==> config.mk <==
export PLATFORM = sky130hd
export DESIGN_NAME = imm_inst_encoder
export DESIGN_NICKNAME = d
export VERILOG_FILES = /design/src/rtl/imm_inst_encoder.sv
export SDC_FILE = /design/constraint.sdc
export NUM_CORES = 1
export LEC_CHECK = 0
export ABC_AREA = 1
export BUFFER_PORTS_ARGS = -buffer_cell sky130_fd_sc_hd__buf_2
export CAP_MARGIN = 15
export CORE_UTILIZATION = 60
export DETAILED_ROUTE_END_ITERATION = 10
export GPL_ROUTABILITY_DRIVEN = 1
export PLACE_DENSITY = 0.82
export SLEW_MARGIN = 20
export SYNTH_ARGS = -nofsm -noshare
export SYNTH_HDL_FRONTEND = slang
export SYNTH_SLANG_ARGS = --single-unit
==> constraint.sdc <==
create_clock -name i_clk -period 8.3 [get_ports i_clk]
set_clock_uncertainty 0.15 [all_clocks]
set_input_delay 0 -clock i_clk [delete_from_list [all_inputs] [get_ports i_clk]]
set_output_delay 0 -clock i_clk [all_outputs]
set_load 0.01 [all_outputs]
==> src/rtl/imm_inst_encoder.sv <==
// Packs register fields, funct3 and a 12-bit immediate into an I/S/SB word
// and streams it little-endian, a byte per cycle, into instruction memory.
module imm_inst_encoder #(
    parameter logic [63:0] BASE_ADDR = 64'd0,
    parameter logic [63:0] MEM_BYTES = 64'd256
) (
    input  logic        i_clk,
    input  logic        i_reset,
    input  logic        i_restart,
    input  logic        i_req_valid,
    output logic        o_req_ready,
    input  logic [6:0]  i_opcode,
    input  logic [4:0]  i_rd,
    input  logic [2:0]  i_funct3,
    input  logic [4:0]  i_rs1,
    input  logic [4:0]  i_rs2,
    input  logic [63:0] i_imm,
    output logic [31:0] o_inst_out,
    output logic        o_mem_we,
    output logic [63:0] o_mem_addr,
    output logic [7:0]  o_mem_wdata,
    output logic [63:0] o_wr_ptr,
    output logic        o_done,
    output logic        o_err
);

    typedef enum logic [2:0] {
        S_IDLE,
        S_ENC,
        S_WR0,
        S_WR1,
        S_WR2,
        S_WR3,
        S_DONE,
        S_ERR
    } state_t;

    state_t      r_state;
    logic [6:0]  r_opcode;
    logic [4:0]  r_rd;
    logic [2:0]  r_funct3;
    logic [4:0]  r_rs1;
    logic [4:0]  r_rs2;
    logic [63:0] r_imm;

    logic [11:0] w_i;
    logic [1:0]  w_fmt;
    logic [31:0] w_inst;
    logic        w_imm_ok;
    logic        w_fmt_bad;
    logic        w_full;
    logic        w_reject;
    logic [63:0] w_ptr_next;
    logic [63:0] w_limit;

    assign w_i        = r_imm[11:0];
    assign w_fmt      = r_opcode[6:5];
    assign w_imm_ok   = (&r_imm[63:11]) | ~(|r_imm[63:11]);
    assign w_fmt_bad  = (w_fmt == 2'b10);
    assign w_ptr_next = o_wr_ptr + 64'd4;
    assign w_limit    = BASE_ADDR + MEM_BYTES;
    assign w_full     = (w_ptr_next > w_limit);
    assign w_reject   = ~w_imm_ok | w_fmt_bad | w_full;

    // SB scatters the immediate the same way the decoder gathers it back
    always_comb begin
        w_inst = 32'd0;
        unique case (w_fmt)
            2'b01: begin
                w_inst = {w_i[11:5], r_rs2, r_rs1, r_funct3,
                          w_i[4:0], r_opcode};
            end
            2'b11: begin
                w_inst = {w_i[11], w_i[9:4], r_rs2, r_rs1, r_funct3,
                          w_i[3:0], w_i[10], r_opcode};
            end
            default: begin
                w_inst = {w_i, r_rs1, r_funct3, r_rd, r_opcode};
            end
        endcase
    end

    always_ff @(posedge i_clk) begin
        if (i_reset) begin
            r_state     <= S_IDLE;
            r_opcode    <= 7'd0;
            r_rd        <= 5'd0;
            r_funct3    <= 3'd0;
            r_rs1       <= 5'd0;
            r_rs2       <= 5'd0;
            r_imm       <= 64'd0;
            o_req_ready <= 1'b1;
            o_inst_out  <= 32'd0;
            o_mem_we    <= 1'b0;
            o_mem_addr  <= 64'd0;
            o_mem_wdata <= 8'd0;
            o_wr_ptr    <= BASE_ADDR;
            o_done      <= 1'b0;
            o_err       <= 1'b0;
        end else begin
            o_done   <= 1'b0;
            o_err    <= 1'b0;
            o_mem_we <= 1'b0;
            unique case (r_state)
                S_IDLE: begin
                    if (i_restart) begin
                        o_wr_ptr <= BASE_ADDR;
                    end
                    if (i_req_valid) begin
                        r_opcode    <= i_opcode;
                        r_rd        <= i_rd;
                        r_funct3    <= i_funct3;
                        r_rs1       <= i_rs1;
                        r_rs2       <= i_rs2;
                        r_imm       <= i_imm;
                        o_req_ready <= 1'b0;
                        r_state     <= S_ENC;
                    end
                end
                S_ENC: begin
                    o_inst_out <= w_inst;
                    if (w_reject) begin
                        o_err   <= 1'b1;
                        r_state <= S_ERR;
                    end else begin
                        o_mem_we    <= 1'b1;
                        o_mem_addr  <= o_wr_ptr;
                        o_mem_wdata <= w_inst[7:0];
                        r_state     <= S_WR0;
                    end
                end
                S_WR0: begin
                    o_mem_we    <= 1'b1;
                    o_mem_addr  <= o_wr_ptr + 64'd1;
                    o_mem_wdata <= o_inst_out[15:8];
                    r_state     <= S_WR1;
                end
                S_WR1: begin
                    o_mem_we    <= 1'b1;
                    o_mem_addr  <= o_wr_ptr + 64'd2;
                    o_mem_wdata <= o_inst_out[23:16];
                    r_state     <= S_WR2;
                end
                S_WR2: begin
                    o_mem_we    <= 1'b1;
                    o_mem_addr  <= o_wr_ptr + 64'd3;
                    o_mem_wdata <= o_inst_out[31:24];
                    r_state     <= S_WR3;
                end
                S_WR3: begin
                    o_done   <= 1'b1;
                    o_wr_ptr <= w_ptr_next;
                    r_state  <= S_DONE;
                end
                S_DONE: begin
                    o_req_ready <= 1'b1;
                    r_state     <= S_IDLE;
                end
                S_ERR: begin
                    o_req_ready <= 1'b1;
                    r_state     <= S_IDLE;
                end
                default: begin
                    o_req_ready <= 1'b1;
                    r_state     <= S_IDLE;
                end
            endcase
        end
    end

endmodule

# ---- After elaboration in Yosys (flattened, before gate mapping)
# Index checks and enable logic that the tools add are counted.
dict set report totals {
  ff_bits 264
  elab_cells 68
  input_bits 93
}
dict set report op_classes {
  eq_ne 13
  reduce_logical 13
  mux 16
  addsub 4
  order_cmp 1
  n_bitwise 6
}
# operator n
set ops {}
lappend ops {{64-bit one-hot mux with 4 select lines} 1}
lappend ops {{64-bit by 2-bit adder with 64-bit output, second input constant} 2}
lappend ops {{64-bit two-way mux} 2}
lappend ops {{64-bit one-hot mux with 2 select lines} 1}
lappend ops {{64-bit by 1-bit adder with 64-bit output, second input constant} 1}
lappend ops {{64-bit by 3-bit adder with 64-bit output, second input constant} 1}
lappend ops {{64-bit by 9-bit > comparator with 1-bit output, second input constant} 1}
lappend ops {{31-bit one-hot mux with 2 select lines} 1}
lappend ops {{53-bit AND reduction} 1}
lappend ops {{53-bit OR reduction} 1}
lappend ops {{8-bit one-hot mux with 4 select lines} 1}
lappend ops {{3-bit one-hot mux with 7 select lines} 1}
lappend ops {{3-bit == test, second input constant} 4}
lappend ops {{8-bit two-way mux} 1}
lappend ops {{2-bit AND reduction} 4}
lappend ops {{3-bit by 2-bit == test with 1-bit output, second input constant} 2}
lappend ops {{3-bit two-way mux} 2}
lappend ops {{2-bit inequality test, second input constant} 3}
lappend ops {{2-bit == test, second input constant} 2}
lappend ops {{1-bit two-way mux} 4}
lappend ops {{1-bit one-hot mux with 2 select lines} 2}
lappend ops {{2-bit nonzero test} 2}
lappend ops {{4-bit nonzero test} 1}
lappend ops {{2-bit OR reduction} 2}
lappend ops {{6 further kinds} 10}

# ---- Logic depth before layout (Yosys ltp)
dict set report depth {
  ltp_word 8
  ltp_mapped 21
  depth_no_buf 20
}

# ---- Worst setup path after synthesis
# Ideal clock, no wire load.
dict set report synth_timing {
  path_type {register -> register}
  startpoint {reg o_wr_ptr[2]}
  endpoint {reg o_mem_addr[60]}
  slack_ps 5578
  t_arrival_ps 2460
  required_ps 8037
  stages_incl_launch_ff 21
  setup_time_ps 113
  cell_sequence {dfxtp_1 > ha_1 > nand2_1 > nor2_4 > nand2_2 > nor2_2 > buf_4 > nand3_1 > nor2_1 > nand2_1 > nand2_1 > nand2_1 > nor2_1 > nand3_1 > nor2_2 > nand2_1 > nand2_2 > nand2_4 > buf_6 > nor2_1 > nor2_1}
}
dict set report synth_via {
  elab_chain_cells 5
  elab_cells_between_ends 9
  cone_classes {add/sub (4); order compare (1); eq/ne (1); mux (1); bitwise (1); reduce/logical (1)}
}
# element line_no
set synth_lines {}
lappend synth_lines {{from (decl)} 22} ;# output logic [63:0] o_wr_ptr,
lappend synth_lines {{from (signal assigned)} 152} ;# o_wr_ptr <= w_ptr_next;
lappend synth_lines {{64-bit by 3-bit adder with 64-bit output} 60} ;# assign w_ptr_next = o_wr_ptr + 64'd4;
lappend synth_lines {{64-bit by 9-bit > comparator with 1-bit output} 62} ;# assign w_full = (w_ptr_next > w_limit);
lappend synth_lines {{1-bit OR} 63} ;# assign w_reject = ~w_imm_ok | w_fmt_bad | w_full;
lappend synth_lines {{2-bit inequality test (no source line)} n/a}
lappend synth_lines {{2-bit AND reduction (no source line)} n/a}
lappend synth_lines {{to (signal assigned)} 127} ;# o_mem_addr <= o_wr_ptr;
lappend synth_lines {{to (signal assigned)} 134} ;# o_mem_addr <= o_wr_ptr + 64'd1;
lappend synth_lines {{to (signal assigned)} 140} ;# o_mem_addr <= o_wr_ptr + 64'd2;
lappend synth_lines {{to (decl)} 20} ;# output logic [63:0] o_mem_addr,
# Several ways; a longest one is shown, not always the timed one.
# A chain may end at the register's enable or synchronous reset.

# ---- Worst setup path after layout
# Same ends and word-level chain as after synthesis.

==> impl_results.html <==
<table>
<tr><th>Metric</th><th>Value</th></tr>
<tr><th colspan="2">Clock network</th></tr>
<tr><td>Number of CTS-inserted buffers</td><td>27</td></tr>
<tr><td>Latest clock arrival within the worst-skew pair</td><td>around 540 ps</td></tr>
<tr><td>CTS tree</td><td>built</td></tr>
<tr><td>Post-CTS Resized</td><td>0</td></tr>
<tr><td>Sinks on Clock Net</td><td>262</td></tr>
<tr><td>Root Buffer</td><td>clkbuf_16</td></tr>
<tr><td>Post-CTS setup repair buffer count</td><td>0</td></tr>
<tr><td>Maximum clock path buffer count</td><td>3</td></tr>
<tr><td>Hold_buf cts</td><td>125</td></tr>
<tr><td>Clock transition at path regs</td><td>~60 ps</td></tr>
<tr><td>Number of H-tree branching levels</td><td>1</td></tr>
<tr><th colspan="2">Die</th></tr>
<tr><td>Overall die width</td><td>between 100 and 150 um</td></tr>
<tr><td>Initial cell density of the core</td><td>0.6117</td></tr>
<tr><td>Row Count</td><td>53</td></tr>
<tr><td>Total I/O pin count</td><td>265</td></tr>
<tr><td>DIE HEIGHT</td><td>between 100 and 150 um</td></tr>
<tr><td>Floorplan die area</td><td>22,020 um^2</td></tr>
<tr><td>Core outline area</td><td>21,020 um^2</td></tr>
<tr><th colspan="2">Power and ir drop</th></tr>
<tr><td>Power per cell area</td><td>roughly 270 nW/um^2</td></tr>
<tr><td>Cell internal power dissipation</td><td>between 0.002 and 0.003 W</td></tr>
<tr><td>VDD IR max</td><td>~0.25 mV</td></tr>
<tr><td>Leakage</td><td>7.333 nW</td></tr>
<tr><td>Clk network pwr share</td><td>0.282</td></tr>
<tr><td>Switching part of the total power</td><td>0.3740</td></tr>
<tr><td>Comb pwr share</td><td>0.330</td></tr>
<tr><td>Switching power total</td><td>0.001628 W</td></tr>
<tr><td>Seq pwr share</td><td>0.388</td></tr>
<tr><th colspan="2">Global routing</th></tr>
<tr><td>Number of antenna violations at the first check in global routing</td><td>0</td></tr>
<tr><td>GRT Residual Overflow</td><td>0</td></tr>
<tr><td>Total routing resource utilization after global routing</td><td>0.4269</td></tr>
<tr><td>Via count of the first global-routing pass</td><td>14,413</td></tr>
<tr><td>Largest net degree at the start of global routing</td><td>115</td></tr>
<tr><td>Wire length of the first global-routing pass</td><td>75,180 um</td></tr>
<tr><th colspan="2">STA</th></tr>
<tr><td>Worst Tran Pin Value</td><td>1134 ps</td></tr>
<tr><td>Period minus WS final</td><td>4103 ps</td></tr>
<tr><td>Post-Route Setup TNS</td><td>0 ps</td></tr>
<tr><td>Worst hold margin</td><td>approximately 66 ps</td></tr>
<tr><td>Achievable frequency</td><td>0.2438 GHz</td></tr>
<tr><td>Final number of setup-violating endpoints</td><td>0</td></tr>
<tr><td>Number of hold violations in the final report</td><td>0</td></tr>
<tr><td>Unrepaired setup endpoints after global routing</td><td>no</td></tr>
<tr><td>Relative slew margins</td><td>0.2441</td></tr>
<tr><td>Number of max-slew violations in the final report</td><td>0</td></tr>
<tr><td>Final worst-path cycle share</td><td>0.4943</td></tr>
<tr><th colspan="2">Drt</th></tr>
<tr><td>Total vias in the final route</td><td>15,267</td></tr>
<tr><td>Drt drc</td><td>0</td></tr>
<tr><td>DRT iter0 DRCs</td><td>~1,600</td></tr>
<tr><td>Post-route ant nets</td><td>0</td></tr>
<tr><td>Wire length per cell after detailed routing</td><td>approximately 18 um</td></tr>
<tr><td>Total Routed Length</td><td>roughly 47,000 um</td></tr>
<tr><td>Detail-routed via count per cell</td><td>5.812</td></tr>
<tr><td>Count of TritonRoute iterations in the first routing pass</td><td>9</td></tr>
<tr><th colspan="2">Critical path</th></tr>
<tr><td>Max Fanout on Critical Path</td><td>about 70</td></tr>
<tr><td>Arrival time worst endpoint</td><td>roughly 4400 ps</td></tr>
<tr><td>Required time of the critical path</td><td>8610 ps</td></tr>
<tr><td>CP Capture Type</td><td>flop</td></tr>
<tr><td>Critical path class</td><td>reg2reg</td></tr>
<tr><td>Critical Path Start Type</td><td>flop</td></tr>
<tr><th colspan="2">Logic synthesis</th></tr>
<tr><td>Mean Syn Cell Area</td><td>around 6.4 um^2</td></tr>
<tr><td>Most frequent cells after synthesis</td><td>nand2_1 (546), nor2_1 (352), dfxtp_1 (262)</td></tr>
<tr><td>Biggest area contributors in the synthesized netlist</td><td>dfxtp_1 (41%), nand2_1 (16%), nor2_1 (10%), nand3_1 (7.7%), a21oi_1 (6.4%)</td></tr>
<tr><td>Cell area after synthesis</td><td>12,860 um^2</td></tr>
<tr><td>Async set-or-reset flop fraction in the synthesized netlist</td><td>0</td></tr>
<tr><td>Sequential area share after synthesis</td><td>0.4079</td></tr>
<tr><td>Number of register bits inferred by synthesis</td><td>262</td></tr>
<tr><td>Biggest area consumer among synthesized cells</td><td>dfxtp_1</td></tr>
<tr><td>Count of yosys warnings during synthesis</td><td>0</td></tr>
<tr><td>Number of distinct library cells after synthesis</td><td>37</td></tr>
<tr><td>Area fraction of the dominant cell type after synthesis</td><td>0.4079</td></tr>
<tr><td>Count of mapped cells out of synthesis</td><td>2,011</td></tr>
<tr><td>Number of synthesized flops with an enable pin</td><td>0</td></tr>
<tr><td>Most common cell in the netlist</td><td>nand2_1</td></tr>
<tr><td>Ys flop type</td><td>dfxtp_1</td></tr>
<tr><th colspan="2">Final layout</th></tr>
<tr><td>Number of nets in the finished design</td><td>2,428</td></tr>
<tr><td>Fraction of layout instances using a drive strength above 1</td><td>0.1441</td></tr>
<tr><td>Layout overhead on the synthesized area</td><td>26.38%</td></tr>
<tr><td>Fraction of the core area covered by cells at the end of the flow</td><td>0.7731</td></tr>
<tr><td>Fill count</td><td>1,441</td></tr>
<tr><td>Finished Layout Cells</td><td>2,627</td></tr>
<tr><td>Total non-filler cell area in the finished layout</td><td>16,250 um^2</td></tr>
<tr><td>Antenna cell count</td><td>0</td></tr>
<tr><th colspan="2">Placement</th></tr>
<tr><td>Global placement routability congestion</td><td>0.9720</td></tr>
<tr><td>Port-buffer cells</td><td>262</td></tr>
<tr><td>HPWL after detailed placement</td><td>26,740 um</td></tr>
<tr><td>Area of placed instances</td><td>14,120 um^2</td></tr>
<tr><td>Cell count after placement</td><td>2,455</td></tr>
<tr><th colspan="2">Min path</th></tr>
<tr><td>Tightest Hold Check Type</td><td>in2reg</td></tr>
<tr><th colspan="2">Run</th></tr>
<tr><td>Number of maximum-capacitance constraint violations</td><td>0</td></tr>
<tr><th colspan="2">Status</th></tr>
<tr><td>Status</td><td>finished clean</td></tr>
</table>
## metrics by stage
| stage | setup slack (ps) | power [W] |
|---|---|---|
| 2_1_floorplan | 5578 | 0.002583 |
| 3_3_place_gp | 4262 | 0.002928 |
| 3_5_place_dp | 4296 | 0.002967 |
| 4_1_cts | 4269 | 0.004239 |
| 5_1_grt | 3917 | 0.004563 |
| 6_report | 4197 | 0.004351 |
## layout make-up
cell class,instances,area [um^2],area share
Clock buffer,39,780.7,0.04804
Clock inverter,8,97.59,0.006005
Inverter,202,760.7,0.04681
Multi-Input combinational cell,1446,6399,0.3937
Sequential cell,262,5245,0.3227
Tap cell,275,344.1,0.02117
Timing Repair Buffer,395,2625,0.1615
## kinds of logic after synthesis
family,count (synthesis),share of synthesized area
other cells,1,0.0002916
fa+ha+maj,1,0.0009728
buf+inv,304,0.09778
simple gates,1165,0.3751
xor+xnor,14,0.009535
compound gates,264,0.1085
flops,262,0.4079
## sequential cells by signal (all words and copies together) (netlist names)
signal and count:
o_done 1, o_err 1, o_inst_out 32, o_mem_addr 64, o_mem_wdata 8, o_mem_we 1, o_req_ready 1, o_wr_ptr 62
r_funct3 3, r_imm 64, r_opcode 7, r_rd 5, r_rs1 5, r_rs2 5, r_state 3
## worst max-delay path, stage by stage (launching register included)
cell and delay, ps:
dfxtp_1 450, ha_1 200, nand2_1 120, nor2_4 170
nand2_2 130, nor2_1 430, nand3_1 270, nand2_1 110
nand2_1 80, nor2_1 200, nand2_1 70, nor2_1 160
nand2_1 90, nor2_2 160, nand3_4 680, nand3_1 290
nand2_1 100, nor2_1 150
## cell usage in the layout (no fill, tap or decap), drive strengths merged
master and count:
a211oi 4, a21oi 165, a22oi 2, a2bb2oi 2
a31oi 8, a32o 1, and2 2, buf 270
bufinv 2, clkbuf 39, clkinv 5, clkinvlp 3
conb 2, dfxtp 262, dlygate4sd3 125, ha 1
inv 200, nand2 551, nand3 198, nand3b 5
nand4 35, nor2 365, nor3 7, o2111ai 4
o211ai 1, o21ai 69, o21bai 2, o221ai 2
o22ai 3, o31ai 1, or2 2, xnor2 6
xor2 8
## path summary, 6_finish.rpt
| check | start | end | slack (ps) | cells past startpoint |
|---|---|---|---|---|
| max | o_wr_ptr[2]$_SDFFE_PP0P_ | o_mem_addr[60]$_SDFFE_PP0P_ | 4200 | 17 |
| max reg2reg | o_wr_ptr[2]$_SDFFE_PP0P_ | o_mem_addr[60]$_SDFFE_PP0P_ | 4200 | 17 |
| min | i_req_valid | r_opcode[3]$_SDFFE_PP0P_ | 70 | 4 |
| min reg2reg | r_funct3[2]$_SDFFE_PP0P_ | r_funct3[2]$_SDFFE_PP0P_ | 310 | 2 |
## metal layers
metal | GRT usage | vias up | routed length [um]
li1 | - | 7023 | -
met1 | 0.5052 | 6836 | 17100
met2 | 0.7155 | 1113 | 22480
met3 | 0.08896 | 295 | 4731
met4 | 0.2500 | 0 | 3137
met5 | 0 | - | 0
## power by group through the flow
| stage | clock [W] | combinational, W | sequential (W) |
|---|---|---|---|
| final | 0.00123 | 0.00144 | 0.00169 |
| after global routing | 0.00128 | 0.00158 | 0.00170 |
| after CTS | 0.00122 | 0.00136 | 0.00166 |
| after detailed placement | 0 | 0.00128 | 0.00168 |
| after global placement | 0 | 0.00125 | 0.00168 |
| after floorplan | 0 | 0.000849 | 0.00173 |
No activity file was read; power rests on OpenSTA's default activity.
